[src/rtl/unsigned_arith_pkg.sv]
// Shared opcode and FSM state definitions for the unsigned arithmetic unit.
package unsigned_arith_pkg;

  localparam logic [1:0] OP_ADD = 2'b00;
  localparam logic [1:0] OP_DIV = 2'b01;
  localparam logic [1:0] OP_SUB = 2'b10;
  localparam logic [1:0] OP_MUL = 2'b11;

  typedef enum logic [1:0] {
    IDLE = 2'b00,
    MUL  = 2'b01,
    DIV  = 2'b10
  } uarith_state_t;

endpackage

[src/rtl/udiv_seq_core.sv]
// Restoring-divide datapath: one quotient bit per enabled cycle.
// The next-state remainder/quotient are exported so the caller can capture the final step.
module udiv_seq_core
  import unsigned_arith_pkg::*;
#(
  parameter int WIDTH = 32
) (
  input  logic             clk,
  input  logic             rst_n,
  input  logic             load,
  input  logic             en,
  input  logic [WIDTH-1:0] dividend,
  input  logic [WIDTH-1:0] divisor,
  output logic [WIDTH-1:0] q_next,
  output logic [WIDTH-1:0] r_next
);

  logic [WIDTH-1:0] rem_r, rem_s;
  logic [WIDTH-1:0] quo_r, quo_s;
  logic [WIDTH-1:0] dsr_r;
  logic [WIDTH:0]   shift_s;
  logic [WIDTH:0]   diff_s;
  logic             fits_s;

  // One restoring step; shift_s is the WIDTH+1-bit partial remainder, and
  // since it is below 2*divisor the top bit of diff_s is a valid sign bit.
  always_comb begin
    shift_s = {rem_r, quo_r[WIDTH-1]};
    diff_s  = shift_s - {1'b0, dsr_r};
    fits_s  = ~diff_s[WIDTH];
    if (fits_s) begin
      rem_s = diff_s[WIDTH-1:0];
    end else begin
      rem_s = shift_s[WIDTH-1:0];
    end
    quo_s = {quo_r[WIDTH-2:0], fits_s};
  end

  assign q_next = quo_s;
  assign r_next = rem_s;

  // Remainder, quotient and divisor registers.
  always_ff @(posedge clk or negedge rst_n) begin
    if (!rst_n) begin
      rem_r <= {WIDTH{1'b0}};
      quo_r <= {WIDTH{1'b0}};
      dsr_r <= {WIDTH{1'b0}};
    end else if (load) begin
      rem_r <= {WIDTH{1'b0}};
      quo_r <= dividend;
      dsr_r <= divisor;
    end else if (en) begin
      rem_r <= rem_s;
      quo_r <= quo_s;
    end else begin
      rem_r <= rem_r;
      quo_r <= quo_r;
      dsr_r <= dsr_r;
    end
  end

endmodule

[src/rtl/unsigned_arith_unit.sv]
// Multicycle unsigned add/sub/mul/div with start/busy/done handshake.
// Optional UARITH_DIV0_FAST_EN: divide by zero completes from IDLE in one cycle.
module unsigned_arith_unit
  import unsigned_arith_pkg::*;
#(
  parameter int WIDTH = 32
) (
  input  logic             clk,
  input  logic             rst_n,
  input  logic             start,
  input  logic [1:0]       opcode,
  input  logic [WIDTH-1:0] a,
  input  logic [WIDTH-1:0] b,
  output logic             busy,
  output logic             done,
  output logic [WIDTH-1:0] answer_one,
  output logic [WIDTH-1:0] answer_two,
  output logic             div_by_zero
);

  localparam int CW = $clog2(WIDTH) + 1;
  localparam logic [CW-1:0] CNT_LOAD = CW'(WIDTH);
  localparam logic [CW-1:0] CNT_ONE  = CW'(1);

  uarith_state_t    state_r, state_s;
  logic [CW-1:0]    cnt_r, cnt_s;
  logic [WIDTH-1:0] opa_r, opa_s;
  logic [WIDTH-1:0] hi_r, hi_s;
  logic [WIDTH-1:0] lo_r, lo_s;
  logic [WIDTH-1:0] ans1_r, ans1_s;
  logic [WIDTH-1:0] ans2_r, ans2_s;
  logic             busy_r, busy_s;
  logic             done_r, done_s;
  logic             div0_r, div0_s;
  logic             dz_pend_r, dz_pend_s;
  logic [WIDTH:0]   add_s;
  logic [WIDTH:0]   mul_sum_s;
  logic             div_load_s, div_en_s;
  logic [WIDTH-1:0] div_q_nx_s, div_r_nx_s;

  udiv_seq_core #(.WIDTH(WIDTH)) u_div (
    .clk      (clk),
    .rst_n    (rst_n),
    .load     (div_load_s),
    .en       (div_en_s),
    .dividend (a),
    .divisor  (b),
    .q_next   (div_q_nx_s),
    .r_next   (div_r_nx_s)
  );

  // Arithmetic for the single-cycle ops and one shift-add multiply step.
  always_comb begin
    add_s = {1'b0, a} + {1'b0, b};
    if (lo_r[0]) begin
      mul_sum_s = {1'b0, hi_r} + {1'b0, opa_r};
    end else begin
      mul_sum_s = {1'b0, hi_r};
    end
  end

  // Next-state and next-output logic.
  always_comb begin
    state_s    = state_r;
    cnt_s      = cnt_r;
    opa_s      = opa_r;
    hi_s       = hi_r;
    lo_s       = lo_r;
    ans1_s     = ans1_r;
    ans2_s     = ans2_r;
    busy_s     = busy_r;
    done_s     = 1'b0;
    div0_s     = div0_r;
    dz_pend_s  = dz_pend_r;
    div_load_s = 1'b0;
    div_en_s   = 1'b0;
    case (state_r)
      IDLE: begin
        if (start) begin
          div0_s = 1'b0;
          case (opcode)
            OP_ADD: begin
              ans1_s = add_s[WIDTH-1:0];
              ans2_s = {{(WIDTH-1){1'b0}}, add_s[WIDTH]};
              done_s = 1'b1;
            end
            OP_SUB: begin
              ans1_s = a - b;
              ans2_s = {{(WIDTH-1){1'b0}}, (a < b)};
              done_s = 1'b1;
            end
            OP_MUL: begin
              state_s = MUL;
              cnt_s   = CNT_LOAD;
              opa_s   = a;
              hi_s    = {WIDTH{1'b0}};
              lo_s    = b;
              busy_s  = 1'b1;
            end
            OP_DIV: begin
`ifdef UARITH_DIV0_FAST_EN
              if (b == {WIDTH{1'b0}}) begin
                ans1_s = {WIDTH{1'b1}};
                ans2_s = a;
                div0_s = 1'b1;
                done_s = 1'b1;
              end else begin
                state_s    = DIV;
                cnt_s      = CNT_LOAD;
                busy_s     = 1'b1;
                div_load_s = 1'b1;
                dz_pend_s  = 1'b0;
              end
`else
              state_s    = DIV;
              cnt_s      = CNT_LOAD;
              busy_s     = 1'b1;
              div_load_s = 1'b1;
              dz_pend_s  = (b == {WIDTH{1'b0}});
`endif
            end
            default: begin
              state_s = IDLE;
            end
          endcase
        end else begin
          state_s = IDLE;
        end
      end
      MUL: begin
        hi_s  = mul_sum_s[WIDTH:1];
        lo_s  = {mul_sum_s[0], lo_r[WIDTH-1:1]};
        cnt_s = cnt_r - CNT_ONE;
        if (cnt_r == CNT_ONE) begin
          ans1_s  = {mul_sum_s[0], lo_r[WIDTH-1:1]};
          ans2_s  = mul_sum_s[WIDTH:1];
          done_s  = 1'b1;
          busy_s  = 1'b0;
          state_s = IDLE;
        end else begin
          state_s = MUL;
        end
      end
      DIV: begin
        div_en_s = 1'b1;
        cnt_s    = cnt_r - CNT_ONE;
        if (cnt_r == CNT_ONE) begin
          ans1_s  = div_q_nx_s;
          ans2_s  = div_r_nx_s;
          div0_s  = dz_pend_r;
          done_s  = 1'b1;
          busy_s  = 1'b0;
          state_s = IDLE;
        end else begin
          state_s = DIV;
        end
      end
      default: begin
        state_s = IDLE;
        busy_s  = 1'b0;
      end
    endcase
  end

  // State, datapath and output registers.
  always_ff @(posedge clk or negedge rst_n) begin
    if (!rst_n) begin
      state_r   <= IDLE;
      cnt_r     <= {CW{1'b0}};
      opa_r     <= {WIDTH{1'b0}};
      hi_r      <= {WIDTH{1'b0}};
      lo_r      <= {WIDTH{1'b0}};
      ans1_r    <= {WIDTH{1'b0}};
      ans2_r    <= {WIDTH{1'b0}};
      busy_r    <= 1'b0;
      done_r    <= 1'b0;
      div0_r    <= 1'b0;
      dz_pend_r <= 1'b0;
    end else begin
      state_r   <= state_s;
      cnt_r     <= cnt_s;
      opa_r     <= opa_s;
      hi_r      <= hi_s;
      lo_r      <= lo_s;
      ans1_r    <= ans1_s;
      ans2_r    <= ans2_s;
      busy_r    <= busy_s;
      done_r    <= done_s;
      div0_r    <= div0_s;
      dz_pend_r <= dz_pend_s;
    end
  end

  assign busy        = busy_r;
  assign done        = done_r;
  assign answer_one  = ans1_r;
  assign answer_two  = ans2_r;
  assign div_by_zero = div0_r;

endmodule

[config.mk]
export PLATFORM = sky130hd
export DESIGN_NAME = unsigned_arith_unit
export DESIGN_NICKNAME = d
export VERILOG_FILES = /design/src/rtl/unsigned_arith_pkg.sv /design/src/rtl/udiv_seq_core.sv /design/src/rtl/unsigned_arith_unit.sv
export SDC_FILE = /design/constraint.sdc
export NUM_CORES = 1
export LEC_CHECK = 0
export CORE_UTILIZATION = 35
export CTS_BUF_LIST = sky130_fd_sc_hd__clkbuf_4
export DETAILED_ROUTE_END_ITERATION = 10
export HOLD_SLACK_MARGIN = 0.06
export SYNTH_ARGS = -nofsm -noshare
export SYNTH_HDL_FRONTEND = slang
export SYNTH_SLANG_ARGS = --single-unit
[constraint.sdc]
create_clock -name clk -period 3.8 [get_ports clk]
set_input_delay 0.38 -clock clk [delete_from_list [all_inputs] [get_ports clk]]
set_output_delay 0.38 -clock clk [all_outputs]
set_load 0.02 [all_outputs]
==> impl_table.tex <==
\begin{tabular}{lr}
\hline
Metric & Value \\
\hline
\multicolumn{2}{l}{\textbf{Run status}} \\
Outcome & finished clean \\
\multicolumn{2}{l}{\textbf{Clock tree}} \\
CTS HTree Levels & 3 \\
Skew-Pair Late Insertion Delay & approximately 0.81 ns \\
Total CTS buffers & 77 \\
Sink count of the clock tree & 268 \\
Cell at the root of the clock tree & sky130\_fd\_sc\_hd\_\_clkbuf\_4 \\
Longest Clk Path Bufs & 3 \\
TritonCTS clock tree & built \\
Clock-pin slew reported for the worst setup and hold paths after clock tree synthesis & roughly 0.060 ns \\
\multicolumn{2}{l}{\textbf{Placement}} \\
Pre-CTS WS & -0.3374 ns \\
Buffers on Ports & roughly 140 \\
GPL Wtd Cong & 0.9547 \\
Post-detailed-placement half-perimeter wirelength & 48170 µm \\
\multicolumn{2}{l}{\textbf{Route}} \\
Average detailed-routed wire length per instance & 20.33 µm \\
DRC viols & 0 \\
Initial detailed-routing violation count & $\sim$1300 \\
Number of vias per cell & 5.567 \\
ANT nets after route & 0 \\
DRT Pass-1 Iters & 5 \\
Final wirelength & 64720 µm \\
Total number of vias & approximately 18000 \\
\multicolumn{2}{l}{\textbf{Setup path}} \\
Launch instance of the worst register-to-register path & u\_div.dsr\_r[21] \\
Category of the most critical setup path & register to register \\
Crit path required time & 4.44 ns \\
Slowest cell on the critical path & sky130\_fd\_sc\_hd\_\_ha\_1 \\
Worst path buffer plus inverter count & 4 \\
Crit path DAT & 4.33 ns \\
Worst-case register-to-register setup slack & 0.11 ns \\
Critical Path End & u\_div.rem\_r[0] \\
CP max FO & 22 \\
Cells on worst reg2reg path & 14 \\
Delay contributed by the slowest stage of the critical path & 0.39 ns \\
Capturing point of the worst reg2reg path & u\_div.rem\_r[0] \\
Setup crit start kind & register \\
Startpoint of the worst setup timing path & u\_div.dsr\_r[21] \\
Delay-heaviest family, CP & compound AO/OA/AOI/OAI gates \\
Worst-path cell chain & inv\_1, ha\_1, and4\_4, and2\_4, a221o\_1, a221o\_1, a41oi\_2, o21ai\_2, a211o\_4, buf\_12, buf\_4, o211ai\_1, buf\_4, a21oi\_1 \\
Capturing element type of the critical path & register \\
Critical Path Stages & 14 \\
\multicolumn{2}{l}{\textbf{Power}} \\
Internal power summed over all cells & around 11000 µW \\
Combinational power share & 61.0\% \\
Share of power burned in registers & 25.4\% \\
Largest vdd supply drop & 0.0004967 V \\
Areal power density over the cells & 880.9 mW/mm² \\
Static leakage power & roughly 0.010 µW \\
Share of total power consumed by net switching & 46.37\% \\
Net load switching power & 9372 µW \\
Part of the total power dissipated in the clock network & 13.6\% \\
\multicolumn{2}{l}{\textbf{Timing}} \\
Maximum clock frequency & between 200 and 300 MHz \\
Final setup violation count & 0 \\
Transition at the pin with the smallest max-transition slack & 1.003 ns \\
Final number of max-transition violations & 0 \\
Setup repair after global routing missed its margin & true \\
Count of endpoints failing hold in the final timing report & 0 \\
Smallest setup slack after layout & 0.1148 ns \\
Final worst-path cycle share & 96.98\% \\
Max-slew headroom & 32.66\% \\
Minimum clock period & 3.685 ns \\
Worst clock skew & 0.04728 ns \\
\multicolumn{2}{l}{\textbf{Floorplan}} \\
Die width & 234.8 µm \\
Placement Rows & 84 \\
Initial Util & roughly 36\% \\
Total die area & 0.05513 mm² \\
Vertical die dimension & around 230 µm \\
Area of the core & 0.05308 mm² \\
\# IOs & 136 \\
\multicolumn{2}{l}{\textbf{Global routing}} \\
Number of global-route vias before repair & 17500 \\
Total congestion overflow & 0 \\
Pin count of the biggest net entering global routing & 135 \\
Initial antenna violation count & 3 \\
First-pass GRT wire length & a little over 100000 µm \\
Overall Global Routing Usage & 23.31\% \\
\multicolumn{2}{l}{\textbf{Yosys}} \\
Number of synthesized register bits & between 200 and 300 \\
Sequential cell area fraction in the yosys report & between 30\% and 40\% \\
Top\_reg\_cell synth & sky130\_fd\_sc\_hd\_\_dfrtp\_1 \\
Number of different library cells in the post-synthesis netlist & 80 \\
Combined area of all synthesized cells & 0.01897 mm² \\
Warnings, synthesis & 0 \\
Number of synthesized flops with an enable pin & 0 \\
Post-synthesis area per instance & about 8.6 µm² \\
Nets in the synthesized netlist & 2408 \\
Fraction of registers with async set or reset after synthesis & 100.0\% \\
Synthesized instance count & $\sim$2200 \\
\multicolumn{2}{l}{\textbf{Job}} \\
Number of max-capacitance violations reported & 0 \\
\multicolumn{2}{l}{\textbf{Final layout}} \\
Post-Route Utilization & 43.23\% \\
Final-stage net count & 2648 \\
Area Overhead vs Synth & 20.97\% \\
Fraction of layout instances using a drive strength above 1 & between 10\% and 20\% \\
\multicolumn{2}{l}{\textbf{Worst hold path}} \\
Type of the most critical hold path & input pin to asynchronous set/reset pin \\
\hline
\end{tabular}
-- cells in the mapped netlist, types with 6 or more instances --
master                      instances  area share [%]
sky130_fd_sc_hd__a211o_1            6            0.28
sky130_fd_sc_hd__a211oi_1          23            0.91
sky130_fd_sc_hd__a21boi_0           6            0.24
sky130_fd_sc_hd__a21o_1            41             1.6
sky130_fd_sc_hd__a21oi_1          162             4.3
sky130_fd_sc_hd__a221o_1            6            0.32
sky130_fd_sc_hd__a221oi_1          19            0.88
sky130_fd_sc_hd__a22o_1             7            0.32
sky130_fd_sc_hd__a22oi_1           17            0.67
sky130_fd_sc_hd__a311oi_1           7            0.32
sky130_fd_sc_hd__a31oi_1           37             1.2
sky130_fd_sc_hd__a41oi_1            6            0.28
sky130_fd_sc_hd__and2_1             9            0.30
sky130_fd_sc_hd__and3_1            17            0.56
sky130_fd_sc_hd__buf_1             11            0.22
sky130_fd_sc_hd__clkbuf_1         112             2.2
sky130_fd_sc_hd__dfrtp_1          268              35
sky130_fd_sc_hd__ha_1             134             8.8
sky130_fd_sc_hd__inv_1            119             2.4
sky130_fd_sc_hd__mux2_2            44             2.6
sky130_fd_sc_hd__mux2_4            12            0.95
sky130_fd_sc_hd__mux2i_1           92             4.9
sky130_fd_sc_hd__nand2_1          304             6.0
sky130_fd_sc_hd__nand2b_1          45             1.5
sky130_fd_sc_hd__nand3_1           37            0.98
sky130_fd_sc_hd__nand4_1            7            0.23
sky130_fd_sc_hd__nor2_1           108             2.1
sky130_fd_sc_hd__nor2b_1           21            0.69
sky130_fd_sc_hd__nor3_1            26            0.69
sky130_fd_sc_hd__nor4_1            14            0.46
sky130_fd_sc_hd__o2111ai_1          7            0.32
sky130_fd_sc_hd__o211ai_1          18            0.71
sky130_fd_sc_hd__o21a_1            12            0.47
sky130_fd_sc_hd__o21ai_0          228             6.0
sky130_fd_sc_hd__o21bai_1          13            0.51
sky130_fd_sc_hd__o311ai_0           8            0.37
sky130_fd_sc_hd__o31ai_1           27             1.1
sky130_fd_sc_hd__or3_1              7            0.23
sky130_fd_sc_hd__xnor2_1           53             2.4
sky130_fd_sc_hd__xor2_1            21            0.97
-- worst register-to-register path, cell delays in order, from the launching register on --
cell	delay (ns)
sky130_fd_sc_hd__dfrtp_1	0.33
sky130_fd_sc_hd__inv_1	0.06
sky130_fd_sc_hd__ha_1	0.39
sky130_fd_sc_hd__and4_4	0.22
sky130_fd_sc_hd__and2_4	0.17
sky130_fd_sc_hd__a221o_1	0.36
sky130_fd_sc_hd__a221o_1	0.39
sky130_fd_sc_hd__a41oi_2	0.26
sky130_fd_sc_hd__o21ai_2	0.12
sky130_fd_sc_hd__a211o_4	0.38
sky130_fd_sc_hd__buf_12	0.19
sky130_fd_sc_hd__buf_4	0.19
sky130_fd_sc_hd__o211ai_1	0.25
sky130_fd_sc_hd__buf_4	0.18
sky130_fd_sc_hd__a21oi_1	0.06
-- final cells by class --
class,instances,area (µm²)
Antenna cell,2,5.005
Clock buffer,114,855.8
Clock inverter,17,93.84
Fill cell,5276,30130
Inverter,120,450.4
Multi-Input combinational cell,1685,11380
Sequential cell,268,6706
Tap cell,688,860.8
Timing Repair Buffer,289,2590
-- cells in the final DEF, fill, tap and decap left out, drive strengths merged, types with 20 or more instances in the layout --
| cell type | synthesis | routed |
|---|---|---|
| a31oi | 37 | 37 |
| clkbuf | 112 | 114 |
| mux2i | 92 | 92 |
| a21o | 41 | 41 |
| a211oi | 23 | 23 |
| clkdlybuf4s50 | 0 | 134 |
| a221oi | 20 | 20 |
| nand2b | 45 | 45 |
| a21oi | 163 | 163 |
| o21ai | 233 | 233 |
| nor3 | 26 | 26 |
| nand2 | 304 | 304 |
| xnor2 | 53 | 53 |
| dfrtp | 268 | 268 |
| nor2 | 108 | 108 |
| o31ai | 28 | 28 |
| buf | 16 | 154 |
| inv | 120 | 123 |
| xor2 | 21 | 21 |
| mux2 | 61 | 61 |
| nor2b | 21 | 21 |
| ha | 134 | 134 |
| nand3 | 37 | 37 |
-- worst min-delay path by stage --
stage	startpoint	endpoint	slack, ns	cells after the start
floorplan	rst_n	answer_one[0]	0.08	0
global placement	answer_one[15]	answer_one[15]	0.45	2
detailed placement	answer_one[19]	answer_one[19]	0.46	2
CTS	rst_n	answer_one[31]	0.16	2
global route	rst_n	answer_one[15]	0.22	2
finish	rst_n	answer_one[15]	0.18	2
-- sequential cells by signal, indices dropped and copies added (netlist names) --
| register | count |
|---|---|
| answer_one | 32 |
| answer_two | 32 |
| hi_r | 32 |
| lo_r | 32 |
| opa_r | 32 |
| u_div.dsr_r | 32 |
| u_div.quo_r | 32 |
| u_div.rem_r | 32 |
| cnt_r | 6 |
| state_r | 2 |
| busy | 1 |
| div_by_zero | 1 |
| done | 1 |
| dz_pend_r | 1 |
-- timing repair --
action / CTS / global route
hold endpoints to repair: 83 / 0
pin swaps: 1 / 5
hold buffers: 1 / 0
resized for setup: 1 / 7
endpoints found under the setup margin: 3 / 5
buffers inserted: 2 / 0
-- power groups by stage --
stage	logic [µW]	registers, µW	clock network, µW
2_1_floorplan	8230	5180	0
3_3_place_gp	12100	5130	0
3_5_place_dp	12200	5160	0
4_1_cts	12300	5130	2840
5_1_grt	13500	5290	2980
6_report	12300	5130	2740
-- layer usage --
layer  track usage (%)  vias to the layer above  part of all wire, %
met3             3.595                       97                  5.4
met5                 0                        -                0.017
met1             31.69                     8639                   46
met2             37.65                      562                   46
li1                  -                     8419                    -
met4             7.915                        2                  2.5
-- cell families after synthesis --
logic type | share of synthesized area [%]
fa+ha+maj | 9.261
simple gates | 14.74
xor+xnor | 3.417
buf+inv | 5.118
flops | 35.35
mux | 8.713
compound gates | 23.40
-- stage by stage --
step / hold WS [ns] / std cells / setup TNS [ns] / instance area [µm²] / total power [µW]
finish: 0.1764 / 3183 / 0 / 22950 / 20210
CTS: 0.1586 / 3181 / 0 / 22910 / 20240
global route: 0.2182 / 3183 / -0.007137 / 22950 / 21790
floorplan: 0.08441 / 2201 / 0 / 18970 / 13410
global placement: 0.4519 / 3047 / -1.183 / 21930 / 17190
detailed placement: 0.4641 / 3047 / -1.903 / 21930 / 17340
Power figures use the tool's default switching activity.
